**src/rtl/pipe_ctrl_pkg.sv**
```systemverilog
// ---------------------------------------------------------------------------
// pipe_ctrl_pkg
//
// Shared definitions for the nPower control-path pipeline chain.
//
// Control bundle layout, MSB to LSB:
//   {RegWrite, ALUSrc, Branch, ALUop[ALUOP_W-1:0], MemWrite, MemRead, MemtoReg}
// The low fields sit at fixed positions. The fields above ALUop move with
// ALUOP_W, so their positions come from small helper functions.
//
// Forwarding select encodings drive the EX operand muxes:
//   FWD_RF : operand comes from the register file
//   FWD_S2 : operand comes from stage 2
//   FWD_S1 : operand comes from stage 1 (youngest producer, wins ties)
// ---------------------------------------------------------------------------
package pipe_ctrl_pkg;

  localparam int M2R_BIT   = 0;
  localparam int MR_BIT    = 1;
  localparam int MW_BIT    = 2;
  localparam int ALUOP_LSB = 3;

  function automatic int ctrl_width(input int aluop_w);
    return 6 + aluop_w;
  endfunction

  function automatic int aluop_msb(input int aluop_w);
    return ALUOP_LSB + aluop_w - 1;
  endfunction

  function automatic int br_bit(input int aluop_w);
    return ALUOP_LSB + aluop_w;
  endfunction

  function automatic int alusrc_bit(input int aluop_w);
    return ALUOP_LSB + aluop_w + 1;
  endfunction

  function automatic int rw_bit(input int aluop_w);
    return ALUOP_LSB + aluop_w + 2;
  endfunction

  typedef enum logic [1:0] {
    FWD_RF = 2'b00,
    FWD_S2 = 2'b01,
    FWD_S1 = 2'b10
  } fwd_sel_e;

endpackage

```
**src/rtl/pipe_ctrl_stage.sv**
```systemverilog
// ---------------------------------------------------------------------------
// pipe_ctrl_stage
//
// One control-path pipeline register. It holds a valid bit, the control
// bundle, the PC and the destination register of a single instruction.
//
// Ports:
//   clk, reset          clock and asynchronous active-high reset
//   hold_i              keep the current contents (whole-chain freeze)
//   bubble_i            load an empty slot: valid=0 and every field 0
//   squash_i            clear the valid bit of whatever ends up stored
//   valid_i, ctrl_i,
//   pc_i, rd_i          contents of the previous stage or the decode slot
//   valid_o, ctrl_o,
//   pc_o, rd_o          registered stage contents
//
// Priority: hold > bubble > load. Squash combines with both hold and load.
// ---------------------------------------------------------------------------
module pipe_ctrl_stage
  import pipe_ctrl_pkg::*;
#(
  parameter int CTRL_W = 9,
  parameter int PC_W   = 64,
  parameter int REG_AW = 5
) (
  input  logic              clk,
  input  logic              reset,
  input  logic              hold_i,
  input  logic              bubble_i,
  input  logic              squash_i,
  input  logic              valid_i,
  input  logic [CTRL_W-1:0] ctrl_i,
  input  logic [PC_W-1:0]   pc_i,
  input  logic [REG_AW-1:0] rd_i,
  output logic              valid_o,
  output logic [CTRL_W-1:0] ctrl_o,
  output logic [PC_W-1:0]   pc_o,
  output logic [REG_AW-1:0] rd_o
);

  logic              valid_q, valid_d;
  logic [CTRL_W-1:0] ctrl_q,  ctrl_d;
  logic [PC_W-1:0]   pc_q,    pc_d;
  logic [REG_AW-1:0] rd_q,    rd_d;

  // Next-state selection for the stage.
  // A frozen stage keeps its data, but a flush can still kill it.
  // A bubble clears the control bundle as well as the valid bit. This stops a
  // slot that was never filled from enabling a register-file or memory write.
  // A squashed load keeps its fields and only drops the valid bit.
  always_comb begin
    valid_d = valid_q;
    ctrl_d  = ctrl_q;
    pc_d    = pc_q;
    rd_d    = rd_q;
    if (hold_i) begin
      if (squash_i) begin
        valid_d = 1'b0;
      end
    end else if (bubble_i) begin
      valid_d = 1'b0;
      ctrl_d  = '0;
      pc_d    = '0;
      rd_d    = '0;
    end else begin
      valid_d = valid_i & ~squash_i;
      ctrl_d  = ctrl_i;
      pc_d    = pc_i;
      rd_d    = rd_i;
    end
  end

  // Stage register. Reset empties the slot immediately.
  always_ff @(posedge clk or posedge reset) begin
    if (reset) begin
      valid_q <= 1'b0;
      ctrl_q  <= '0;
      pc_q    <= '0;
      rd_q    <= '0;
    end else begin
      valid_q <= valid_d;
      ctrl_q  <= ctrl_d;
      pc_q    <= pc_d;
      rd_q    <= rd_d;
    end
  end

  assign valid_o = valid_q;
  assign ctrl_o  = ctrl_q;
  assign pc_o    = pc_q;
  assign rd_o    = rd_q;

endmodule

```
**src/rtl/pipe_ctrl_chain.sv**
```systemverilog
// ---------------------------------------------------------------------------
// pipe_ctrl_chain
//
// Control-path pipeline for the nPower core. It carries each decoded
// instruction's control bundle, PC and destination register from decode
// through DEPTH stage registers. Stage 0 is ID/EX and stage DEPTH-1 is MEM/WB.
// The chain also raises the decode stall on data hazards, applies branch
// flushes and, optionally, produces the EX operand forwarding selects.
//
// Build option:
//   PIPE_CTRL_FWD_EN  When defined, stage 0 also keeps ra/rb, fwd_a/fwd_b are
//                     driven, and only a load-use case stalls decode. When
//                     undefined, fwd_a/fwd_b are tied to 0 and decode stalls
//                     on any RAW hazard against stages 0..DEPTH-2.
//
// Ports:
//   clk, reset            clock and asynchronous active-high reset
//   in_valid, in_ctrl,
//   in_pc, in_rd,
//   in_ra, in_rb          decode slot contents
//   ext_stall             freeze the whole chain (memory wait)
//   flush                 branch resolved taken
//   stall_out             decode must hold (combinational)
//   st_valid              per-stage valid bits
//   st_ctrl/st_pc/st_rd   stage k at [k*W +: W]
//   fwd_a, fwd_b          EX operand selects (fwd_sel_e encodings)
//   stall_cnt             saturating count of counted decode-stall cycles
// ---------------------------------------------------------------------------
module pipe_ctrl_chain
  import pipe_ctrl_pkg::*;
#(
  parameter  int DEPTH       = 3,
  parameter  int PC_W        = 64,
  parameter  int ALUOP_W     = 3,
  parameter  int REG_AW      = 5,
  parameter  int FLUSH_DEPTH = 1,
  localparam int CTRL_W      = 6 + ALUOP_W
) (
  input  logic                     clk,
  input  logic                     reset,
  input  logic                     in_valid,
  input  logic [CTRL_W-1:0]        in_ctrl,
  input  logic [PC_W-1:0]          in_pc,
  input  logic [REG_AW-1:0]        in_rd,
  input  logic [REG_AW-1:0]        in_ra,
  input  logic [REG_AW-1:0]        in_rb,
  input  logic                     ext_stall,
  input  logic                     flush,
  output logic                     stall_out,
  output logic [DEPTH-1:0]         st_valid,
  output logic [DEPTH*CTRL_W-1:0]  st_ctrl,
  output logic [DEPTH*PC_W-1:0]    st_pc,
  output logic [DEPTH*REG_AW-1:0]  st_rd,
  output logic [1:0]               fwd_a,
  output logic [1:0]               fwd_b,
  output logic [31:0]              stall_cnt
);

  localparam int RW_POS = rw_bit(ALUOP_W);

  logic [DEPTH-1:0]  valid_w;
  logic [CTRL_W-1:0] ctrl_w [DEPTH];
  logic [PC_W-1:0]   pc_w   [DEPTH];
  logic [REG_AW-1:0] rd_w   [DEPTH];

  logic        hazard;
  logic        bubble0;
  logic [31:0] stall_cnt_q, stall_cnt_d;

  // Stage chain. Stage 0 takes the decode slot and stage k takes stage k-1.
  // ext_stall freezes every stage. A flush squashes the youngest FLUSH_DEPTH
  // stages. Only stage 0 can take a hazard bubble, because the older stages
  // keep draining while decode waits.
  for (genvar k = 0; k < DEPTH; k++) begin : g_stage
    localparam bit SQUASH_EN = (k < FLUSH_DEPTH);
    localparam bit IS_HEAD   = (k == 0);

    logic              valid_in;
    logic [CTRL_W-1:0] ctrl_in;
    logic [PC_W-1:0]   pc_in;
    logic [REG_AW-1:0] rd_in;
    logic              bubble_k;
    logic              squash_k;

    if (k == 0) begin : g_head
      assign valid_in = in_valid;
      assign ctrl_in  = in_ctrl;
      assign pc_in    = in_pc;
      assign rd_in    = in_rd;
    end else begin : g_body
      assign valid_in = valid_w[k-1];
      assign ctrl_in  = ctrl_w[k-1];
      assign pc_in    = pc_w[k-1];
      assign rd_in    = rd_w[k-1];
    end

    assign bubble_k = bubble0 & IS_HEAD;
    assign squash_k = flush & SQUASH_EN;

    pipe_ctrl_stage #(
      .CTRL_W (CTRL_W),
      .PC_W   (PC_W),
      .REG_AW (REG_AW)
    ) u_stage (
      .clk      (clk),
      .reset    (reset),
      .hold_i   (ext_stall),
      .bubble_i (bubble_k),
      .squash_i (squash_k),
      .valid_i  (valid_in),
      .ctrl_i   (ctrl_in),
      .pc_i     (pc_in),
      .rd_i     (rd_in),
      .valid_o  (valid_w[k]),
      .ctrl_o   (ctrl_w[k]),
      .pc_o     (pc_w[k]),
      .rd_o     (rd_w[k])
    );

    assign st_ctrl[k*CTRL_W +: CTRL_W] = ctrl_w[k];
    assign st_pc[k*PC_W +: PC_W]       = pc_w[k];
    assign st_rd[k*REG_AW +: REG_AW]   = rd_w[k];
  end

  assign st_valid = valid_w;

`ifdef PIPE_CTRL_FWD_EN
  logic [REG_AW-1:0] ra0_q, ra0_d;
  logic [REG_AW-1:0] rb0_q, rb0_d;
  fwd_sel_e          fwd_a_sel, fwd_b_sel;
  logic              s1_wr, s2_wr;

  // With forwarding, only a load in ID/EX stalls a dependent instruction.
  // The loaded value is not ready until after MEM.
  always_comb begin
    hazard = 1'b0;
    if (valid_w[0] && ctrl_w[0][MR_BIT] &&
        (rd_w[0] == in_ra || rd_w[0] == in_rb)) begin
      hazard = 1'b1;
    end
  end

  // ra/rb move with stage 0 so that the forwarding compare sees the operands
  // of the instruction that is now in EX. A bubble zeroes them.
  always_comb begin
    ra0_d = ra0_q;
    rb0_d = rb0_q;
    if (!ext_stall) begin
      if (bubble0) begin
        ra0_d = '0;
        rb0_d = '0;
      end else begin
        ra0_d = in_ra;
        rb0_d = in_rb;
      end
    end
  end

  always_ff @(posedge clk or posedge reset) begin
    if (reset) begin
      ra0_q <= '0;
      rb0_q <= '0;
    end else begin
      ra0_q <= ra0_d;
      rb0_q <= rb0_d;
    end
  end

  assign s1_wr = valid_w[1] & ctrl_w[1][RW_POS];
  assign s2_wr = valid_w[2] & ctrl_w[2][RW_POS];

  // Operand select for the instruction in EX. Stage 1 holds the youngest
  // result, so it takes priority when both older stages write the register.
  always_comb begin
    fwd_a_sel = FWD_RF;
    fwd_b_sel = FWD_RF;
    if (valid_w[0]) begin
      if (s1_wr && rd_w[1] == ra0_q) begin
        fwd_a_sel = FWD_S1;
      end else if (s2_wr && rd_w[2] == ra0_q) begin
        fwd_a_sel = FWD_S2;
      end
      if (s1_wr && rd_w[1] == rb0_q) begin
        fwd_b_sel = FWD_S1;
      end else if (s2_wr && rd_w[2] == rb0_q) begin
        fwd_b_sel = FWD_S2;
      end
    end
  end

  assign fwd_a = fwd_a_sel;
  assign fwd_b = fwd_b_sel;
`else
  // Without forwarding, any pending writer that has not yet reached MEM/WB
  // blocks a reader. The last stage is left out because the register file
  // writes in the first half of the cycle and reads in the second.
  always_comb begin
    hazard = 1'b0;
    for (int k = 0; k < DEPTH - 1; k++) begin
      if (valid_w[k] && ctrl_w[k][RW_POS] &&
          (rd_w[k] == in_ra || rd_w[k] == in_rb)) begin
        hazard = 1'b1;
      end
    end
  end

  assign fwd_a = 2'b00;
  assign fwd_b = 2'b00;
`endif

  // A taken branch throws away the decode slot anyway, so the chain never
  // stalls on it. The bubble goes in only when the chain actually moves.
  assign stall_out = in_valid & hazard & ~flush;
  assign bubble0   = stall_out & ~ext_stall;

  // Count the stall cycles that really cost a decode slot. These are the
  // same cycles in which stage 0 takes a bubble. The count stops at all-ones.
  always_comb begin
    stall_cnt_d = stall_cnt_q;
    if (bubble0 && stall_cnt_q != 32'hFFFF_FFFF) begin
      stall_cnt_d = stall_cnt_q + 32'd1;
    end
  end

  always_ff @(posedge clk or posedge reset) begin
    if (reset) begin
      stall_cnt_q <= '0;
    end else begin
      stall_cnt_q <= stall_cnt_d;
    end
  end

  assign stall_cnt = stall_cnt_q;

endmodule

```
**config.mk**
```make
export PLATFORM = sky130hd
export DESIGN_NAME = pipe_ctrl_chain
export DESIGN_NICKNAME = d
export VERILOG_FILES = /design/src/rtl/pipe_ctrl_pkg.sv /design/src/rtl/pipe_ctrl_stage.sv /design/src/rtl/pipe_ctrl_chain.sv
export SDC_FILE = /design/constraint.sdc
export NUM_CORES = 1
export LEC_CHECK = 0
export BUFFER_PORTS_ARGS = -buffer_cell sky130_fd_sc_hd__buf_2
export CAP_MARGIN = 15
export CORE_MARGIN = 2
export CORE_UTILIZATION = 30
export DETAILED_ROUTE_END_ITERATION = 12
export SETUP_SLACK_MARGIN = 0.5
export SLEW_MARGIN = 20
export SYNTH_ARGS = -nofsm -noshare
export SYNTH_HDL_FRONTEND = slang
export SYNTH_HIERARCHICAL = 1
export SYNTH_SLANG_ARGS = --single-unit
```
**constraint.sdc**
```tcl
create_clock -name clk -period 2.9 [get_ports clk]
set_clock_uncertainty 0.05 [all_clocks]
set_input_delay 0.58 -clock clk [delete_from_list [all_inputs] [get_ports clk]]
set_output_delay 0.58 -clock clk [all_outputs]
set_load 0.05 [all_outputs]
```
==> flow_metrics.env, run 1 <==
export IMPL_status="completed"
export IMPL_timing_critical_path_slowest_stage_cell="dfrtp_2"
export IMPL_critical_path_endpoint="stall_out"
export IMPL_top_level_ports=367
export IMPL_data_required_time_of_the_critical_path_ns=2.27
export IMPL_critPathBufInv=1
export IMPL_grt_overflow_total=0
export IMPL_place_gp_congestion=0.833
export IMPL_die_width_um=190
export IMPL_period_minus_slack_ns=2.65
export IMPL_rr_worst_depth=9
export IMPL_dieHeight_um=190
export IMPL_ys_seq_area_frac=0.646
export IMPL_fp_coreArea_um2=34400
export IMPL_clk_transition_reported_paths_ns=0.06
export IMPL_maxClockFrequency_ghz=0.377
export IMPL_yosys_warnings=6
export IMPL_postRouteAntennaNets=0
export IMPL_mean_post_synth_cell_area_um2=14.0
export IMPL_worstSetupEndpointType="output pin"
export IMPL_p_per_area_nw_per_um2=705
export IMPL_hpwl_um=21700
export IMPL_crit_arrival_ns=2.02
export IMPL_first_global_vias=7837
export IMPL_floorplan_die_area_um2=36200
export IMPL_route_vias_total=8070
export IMPL_grt_pass1_wl_um=47900
export IMPL_cts_htree_levels=1
export IMPL_setup_violations=0
export IMPL_root_buffer="clkbuf_16"
export IMPL_groute_usage_overall=0.169
export IMPL_worstHoldPathType="input pin to asynchronous set/reset pin"
export IMPL_dr_first_iter_drc_count=413
export IMPL_hold_buffers=0
export IMPL_worst_slew_pin_slew_ns=0.927
export IMPL_timing_rr_end="stall_cnt[7]$_DFFE_PP0P_"
export IMPL_syn_to_final_growth_pct=37.8
export IMPL_cap_viol_max_count=0
export IMPL_antenna_found_initial=2
export IMPL_tritoncts_num_sinks=269
export IMPL_post_route_period_util=0.915
export IMPL_totalWireLength_um=33500
export IMPL_synth_edff_count=0
export IMPL_critical_path_depth=6
export IMPL_worstSetupStartpoint="g_stage[0].u_stage/rd_o[2]$_DFFE_PP0N_"
export IMPL_critical_path_max_stage_delay_ns=0.44
export IMPL_synthArstFlopShare=1.00
export IMPL_ordered_list_of_cells_on_the_worst_path="xor2_1 -> nor4_1 -> a22oi_1 -> and2_4 -> nor2_4 -> buf_6"
export IMPL_irDropWorstVdd_uv=412
export IMPL_cts_tree="done"
export IMPL_drv_slew=0
export IMPL_leakagePower_nw=7.54
export IMPL_route_detailed_drc=0
export IMPL_io_buffer_count=362
export IMPL_synth_distinct_cells=44
export IMPL_timing_setup_critical_path_class="flip-flop to output pin"
export IMPL_postSynth_topFlopCell="dfrtp_1"
export IMPL_drive_above_1_share=0.435
export IMPL_setup_reg_to_reg_worst_slack_ns=0.43
export IMPL_finalSetupTns_ns=0
export IMPL_clk_path_buf_depth=3
export IMPL_floorplan_initialDensity=0.303
export IMPL_netlist_instances=745
export IMPL_critical_path_top_delay_family="simple AND/OR/NAND/NOR gates"
export IMPL_timing_critical_path_fanout_max=4
export IMPL_detailedRoute_firstPassIterationCount=4
export IMPL_clkLatencyLatePin_ns=0.55
export IMPL_drt_wirelength_per_cell_um=20.7
export IMPL_synth_cell_area_um2=10400
export IMPL_nets=1233
export IMPL_cts_inserted_buffers=30
export IMPL_finalPower_w=0.0101
export IMPL_cell_rows=68
export IMPL_unrepaired_setup_endpoints_after_global_routing="true"
export IMPL_timing_final_hold_violations=0
export IMPL_rr_startpoint="g_stage[0].u_stage/rd_o[2]$_DFFE_PP0N_"
export IMPL_grt_max_degree=148
export IMPL_maxSlewHeadroom=0.382
export IMPL_routed_via_density=4.98
export IMPL_timing_critical_path_from_type="flip-flop"
export IMPL_postSynthRegisterBits=269
==> cell families (layout without fill, tap and decap cells) <==
group / Yosys count / in the layout / synth area share
DFF: 269 / 269 / 0.646
AOI/OAI and AO/OA: 239 / 239 / 0.199
and+or+nand+nor: 116 / 116 / 0.0682
buffers and inverters: 67 / 474 / 0.0412
xor gates and xnor gates: 51 / 51 / 0.0429
adders and majority gates: 1 / 1 / 0.00120
other: 1 / 14 / 0.000360
muxes: 1 / 1 / 0.00108
==> metal layers <==
layer,up-vias,track usage,share of wire
li1,3613,-,-
met1,4062,0.223,0.42
met2,333,0.277,0.48
met3,62,0.0357,0.070
met4,0,0.0549,0.027
met5,-,0,0
==> metrics by stage <==
| step | cell area, µm² | utilization | hold WS (ns) | std cells | worst slack [ns] |
|---|---|---|---|---|---|
| floorplan | 10500 | - | 0.477 | 756 | 0.407 |
| global placement | 12700 | 0.369 | 0.415 | 1531 | 0.307 |
| detailed placement | 12700 | 0.369 | 0.427 | 1531 | 0.265 |
| CTS | 13800 | 0.402 | 0.104 | 1596 | 0.190 |
| global route | 14400 | 0.418 | 0.111 | 1620 | 0.139 |
| finish | 14400 | 0.418 | 0.124 | 1620 | 0.247 |
==> worst reg2reg max path: stages (launching register included) <==
cell and delay, ns:
dfrtp_2 0.44, xor2_1 0.17, nor4_1 0.31, a22oi_1 0.13, and2_4 0.18, buf_4 0.14
buf_6 0.13, buf_12 0.13, or4_4 0.54, xnor2_2 0.15
==> cell usage in the layout (no fill, tap or decap), types with 5 or more instances in the layout <==
cell and n:
clkinv_2 6, clkbuf_8 8, clkbuf_1 6, nor4_1 6
clkbuf_16 41, conb_1 12, xnor2_1 16, xor2_1 32
nor2_4 5, nand4_1 11, a22o_1 231, buf_12 7
nor2_1 7, nor3_1 8, dfrtp_1 257, and3_1 6
nand3_1 6, nand2_1 23, dfrtp_2 12, buf_2 360
buf_4 27
==> layout make-up <==
cell class                      count  area (µm²)
Inverter                            5        30.0
Tap cell                          455         569
Clock buffer                       44         895
Fill cell                        3287       20000
Sequential cell                   269        6750
Timing Repair Buffer              413        2540
Antenna cell                        2        5.00
Multi-Input combinational cell    420        3420
Clock inverter                     12         146
==> worst min path at each step <==
stage / start / to / slack (ns)
floorplan: g_stage[0].u_stage/valid_o$_DFFE_PP0P_ / g_stage[0].u_stage/valid_o$_DFFE_PP0P_ / 0.48
global placement: g_stage[2].u_stage/ctrl_o[6]$_DFFE_PP0N_ / g_stage[2].u_stage/ctrl_o[6]$_DFFE_PP0N_ / 0.41
detailed placement: g_stage[2].u_stage/ctrl_o[6]$_DFFE_PP0N_ / g_stage[2].u_stage/ctrl_o[6]$_DFFE_PP0N_ / 0.43
CTS: flush / g_stage[0].u_stage/valid_o$_DFFE_PP0P_ / 0.10
global route: flush / g_stage[0].u_stage/valid_o$_DFFE_PP0P_ / 0.11
finish: reset / g_stage[1].u_stage/pc_o[6]$_DFFE_PP0N_ / 0.12
==> what timing repair did <==
item | 4_1_cts | 5_1_grt
pin swaps | 6 | 54
setup endpoints to repair | 6 | 79
gates cloned | 0 | 12
resized for setup | 8 | 28
buffers inserted | 9 | 10
==> flip-flops by register name, summed over array words and instances (netlist names) <==
| register | cells |
|---|---|
| stall_cnt | 32 |
| g_stage.u_stage/ctrl_o | 27 |
| g_stage.u_stage/rd_o | 15 |
| g_stage.u_stage/pc_o | 192 |
| g_stage.u_stage/valid_o | 3 |
==> cells in the mapped netlist, types with 4 or more instances <==
library cell | n | area, µm²
nor3_1 | 9 | 45.0
buf_6 | 17 | 191
nor3b_1 | 4 | 30.0
buf_2 | 22 | 110
and3_1 | 6 | 37.5
nand2b_1 | 4 | 25.0
nor2_1 | 9 | 33.8
dfrtp_1 | 269 | 6730
xor2_1 | 33 | 289
nor4_1 | 9 | 56.3
xnor2_1 | 18 | 158
inv_1 | 5 | 18.8
nand4_1 | 11 | 68.8
nand3_1 | 7 | 35.0
a22o_1 | 231 | 2020
nand2_1 | 24 | 90.1
clkbuf_1 | 16 | 60.1
buf_4 | 6 | 45.0
and4_1 | 4 | 35.0
or4_1 | 6 | 45.0
==> power breakdown <==
part	internal [W]	switching (W)	total, W	leakage (nW)
clock network	0.00240	0.00154	0.00394	0.518
logic	0.000516	0.00143	0.00194	3.51
registers	0.00402	0.000221	0.00424	3.51
(Power assumes the default switching activity.)
==> inputs of run 2 (changes only) <==
--- a/config.mk
+++ b/config.mk
@@ -7,7 +7,6 @@
 export LEC_CHECK = 0
 export BUFFER_PORTS_ARGS = -buffer_cell sky130_fd_sc_hd__buf_2
 export CAP_MARGIN = 15
-export CORE_MARGIN = 2
 export CORE_UTILIZATION = 30
 export DETAILED_ROUTE_END_ITERATION = 12
 export SETUP_SLACK_MARGIN = 0.5
==> run 2 against run 1 <==
Effect of this change: core utilization down 1.2 points; global-route usage is 0.16 points higher; clock-buffer cell count did not move; total power is 1.3% lower; worst setup slack got worse by 0.066 ns; critical path depth stayed put; fmax fell by 2.4%; combinational power decreased by 4%; final area decreased by 4.2%; clock power decreased by 2%; flip-flop and latch count unchanged; non-clock buffer count fell by 30; critical endpoint unchanged; largest power group unchanged; critical path type unchanged.
==> flow_metrics.env, run 2 (synthesis results as in run 1) <==
export IMPL_status="completed"
export IMPL_dieHeight_um=188
export IMPL_critical_path_max_stage_delay_ns=0.46
export IMPL_timing_final_hold_violations=0
export IMPL_cap_viol_max_count=0
export IMPL_detailedRoute_firstPassIterationCount=4
export IMPL_postRouteAntennaNets=0
export IMPL_layout_area_seq_um2=6750
export IMPL_routed_via_density=4.93
export IMPL_root_buffer="clkbuf_16"
export IMPL_drv_slew=0
export IMPL_hpwl_um=21400
export IMPL_worstSetupEndpointType="output pin"
export IMPL_ordered_list_of_cells_on_the_worst_path="xor2_1 -> nor4_2 -> a22oi_2 -> and2_4 -> nor2_4 -> buf_8"
export IMPL_cts_inserted_buffers=30
export IMPL_fp_coreArea_um2=33900
export IMPL_crit_arrival_ns=2.09
export IMPL_maxClockFrequency_ghz=0.368
export IMPL_io_buffer_count=362
export IMPL_cts_htree_levels=1
export IMPL_timing_critical_path_slowest_stage_cell="dfrtp_2"
export IMPL_worst_slew_pin_slew_ns=0.768
export IMPL_grt_max_degree=140
export IMPL_cts_tree="done"
export IMPL_clk_path_buf_depth=3
export IMPL_route_detailed_drc=0
export IMPL_route_vias_total=7801
export IMPL_data_required_time_of_the_critical_path_ns=2.27
export IMPL_maxSlewHeadroom=0.488
export IMPL_worstHoldPathType="input pin to flip-flop"
export IMPL_final_cells=1582
export IMPL_tritoncts_num_sinks=269
export IMPL_layout_commonest_cell="buf_2"
export IMPL_p_per_area_nw_per_um2=726
export IMPL_footprint_of_the_multi_input_gates_um2=3340
export IMPL_critical_path_top_delay_family="simple AND/OR/NAND/NOR gates"
export IMPL_finalSetupTns_ns=0
export IMPL_totalWireLength_um=31000
export IMPL_floorplan_initialDensity=0.308
export IMPL_period_minus_slack_ns=2.72
export IMPL_leakagePower_nw=7.22
export IMPL_cell_rows=67
export IMPL_timing_critical_path_fanout_max=4
export IMPL_groute_usage_overall=0.171
export IMPL_most_common_layout_cells="buf_2 (360), dfrtp_1 (257), a22o_1 (231)"
export IMPL_antenna_found_initial=1
export IMPL_critPathBufInv=1
export IMPL_syn_to_final_growth_pct=32.0
export IMPL_drive_above_1_share=0.408
export IMPL_grt_pass1_wl_um=47600
export IMPL_clk_transition_reported_paths_ns=0.06
export IMPL_postLayoutCoreUtil=0.406
export IMPL_grt_overflow_total=0
export IMPL_first_global_vias=7697
export IMPL_timing_setup_critical_path_class="flip-flop to output pin"
export IMPL_irDropWorstVdd_uv=440
export IMPL_post_route_period_util=0.937
export IMPL_top_level_ports=367
export IMPL_setup_violations=0
export IMPL_clkLatencyLatePin_ns=0.55
export IMPL_timing_critical_path_from_type="flip-flop"
export IMPL_dr_first_iter_drc_count=355
export IMPL_nets=1203
export IMPL_die_width_um=188
export IMPL_placed_cells=1522
export IMPL_fillCellCount=3269
export IMPL_drt_wirelength_per_cell_um=19.6
export IMPL_place_gp_congestion=0.827
export IMPL_max_ffs_per_register=192
export IMPL_unrepaired_setup_endpoints_after_global_routing="true"
export IMPL_floorplan_die_area_um2=35500
[run 2: changes by cell type in the layout (fill, tap and decap cells not counted), sizes merged]
| cell | change |
|---|---|
| dlygate4sd3 | +1 |
| diode | -1 |
| clkinvlp | +2 |
| clkinv | -3 |
| clkbuf | -10 |
| buf | -21 |
| bufinv | +1 |
[run 2: power breakdown]
group | switching (W) | total, W | internal (W)
clock network | 0.00152 | 0.00388 | 0.00237
logic | 0.00140 | 0.00187 | 0.000469
registers | 0.000220 | 0.00424 | 0.00402
[run 2: what timing repair did]
action,CTS,global route
pin swaps,2,1
hold buffers,1,0
buffers inserted,1,1
endpoints found under the hold margin,10,0
gates resized for setup,6,4
endpoints found under the setup margin,49,74
cloned,0,0
[run 2: metal layers]
metal	wire [µm]	part of all wire	GRT usage
met1	13400	0.43	0.228
met2	14700	0.48	0.282
met3	2040	0.066	0.0358
met4	775	0.025	0.0425
met5	0	0	0
[run 2: path summary, 6_finish.rpt]
path,start,to,slack (ns),cells after the start
max,g_stage[0].u_stage/rd_o[4]$_DFFE_PP0N_,stall_out,0.18,6
min,flush,g_stage[0].u_stage/valid_o$_DFFE_PP0P_,0.17,2
max reg2reg,g_stage[0].u_stage/rd_o[4]$_DFFE_PP0N_,stall_cnt[5]$_DFFE_PP0P_,0.52,7
min reg2reg,stall_cnt[16]$_DFFE_PP0P_,stall_cnt[16]$_DFFE_PP0P_,0.44,1
max in group asynchronous,reset,g_stage[1].u_stage/pc_o[46]$_DFFE_PP0N_,1.39,4
min in group asynchronous,reset,g_stage[2].u_stage/pc_o[16]$_DFFE_PP0N_,0.58,3
[run 2: layout make-up]
type / instances / area share
Clock inverter: 12 / 0.0128
Sequential cell: 269 / 0.491
Clock buffer: 44 / 0.0613
Tap cell: 448 / 0.0408
Inverter: 5 / 0.00218
Antenna cell: 1 / 0.000182
Multi-Input combinational cell: 420 / 0.243
Timing Repair Buffer: 383 / 0.149
[run 2: per-stage QoR]
| step | area, µm² | setup WS, ns | power, W | hold slack, ns |
|---|---|---|---|---|
| global placement | 12700 | 0.256 | 0.00616 | 0.413 |
| finish | 13700 | 0.181 | 0.00999 | 0.165 |
| detailed placement | 12700 | 0.164 | 0.00618 | 0.419 |
| floorplan | 10500 | 0.407 | 0.00564 | 0.477 |
| CTS | 13700 | 0.138 | 0.0101 | 0.134 |
| global route | 13700 | 0.0899 | 0.0104 | 0.133 |
[run 2: worst reg2reg max path, cell delays in order, from the launching register on]
cell and delay [ns]:
dfrtp_2 0.46, xor2_1 0.19, nor4_2 0.33, a22oi_2 0.14, and2_4 0.18, buf_4 0.22
or4_1 0.56, xnor2_1 0.14
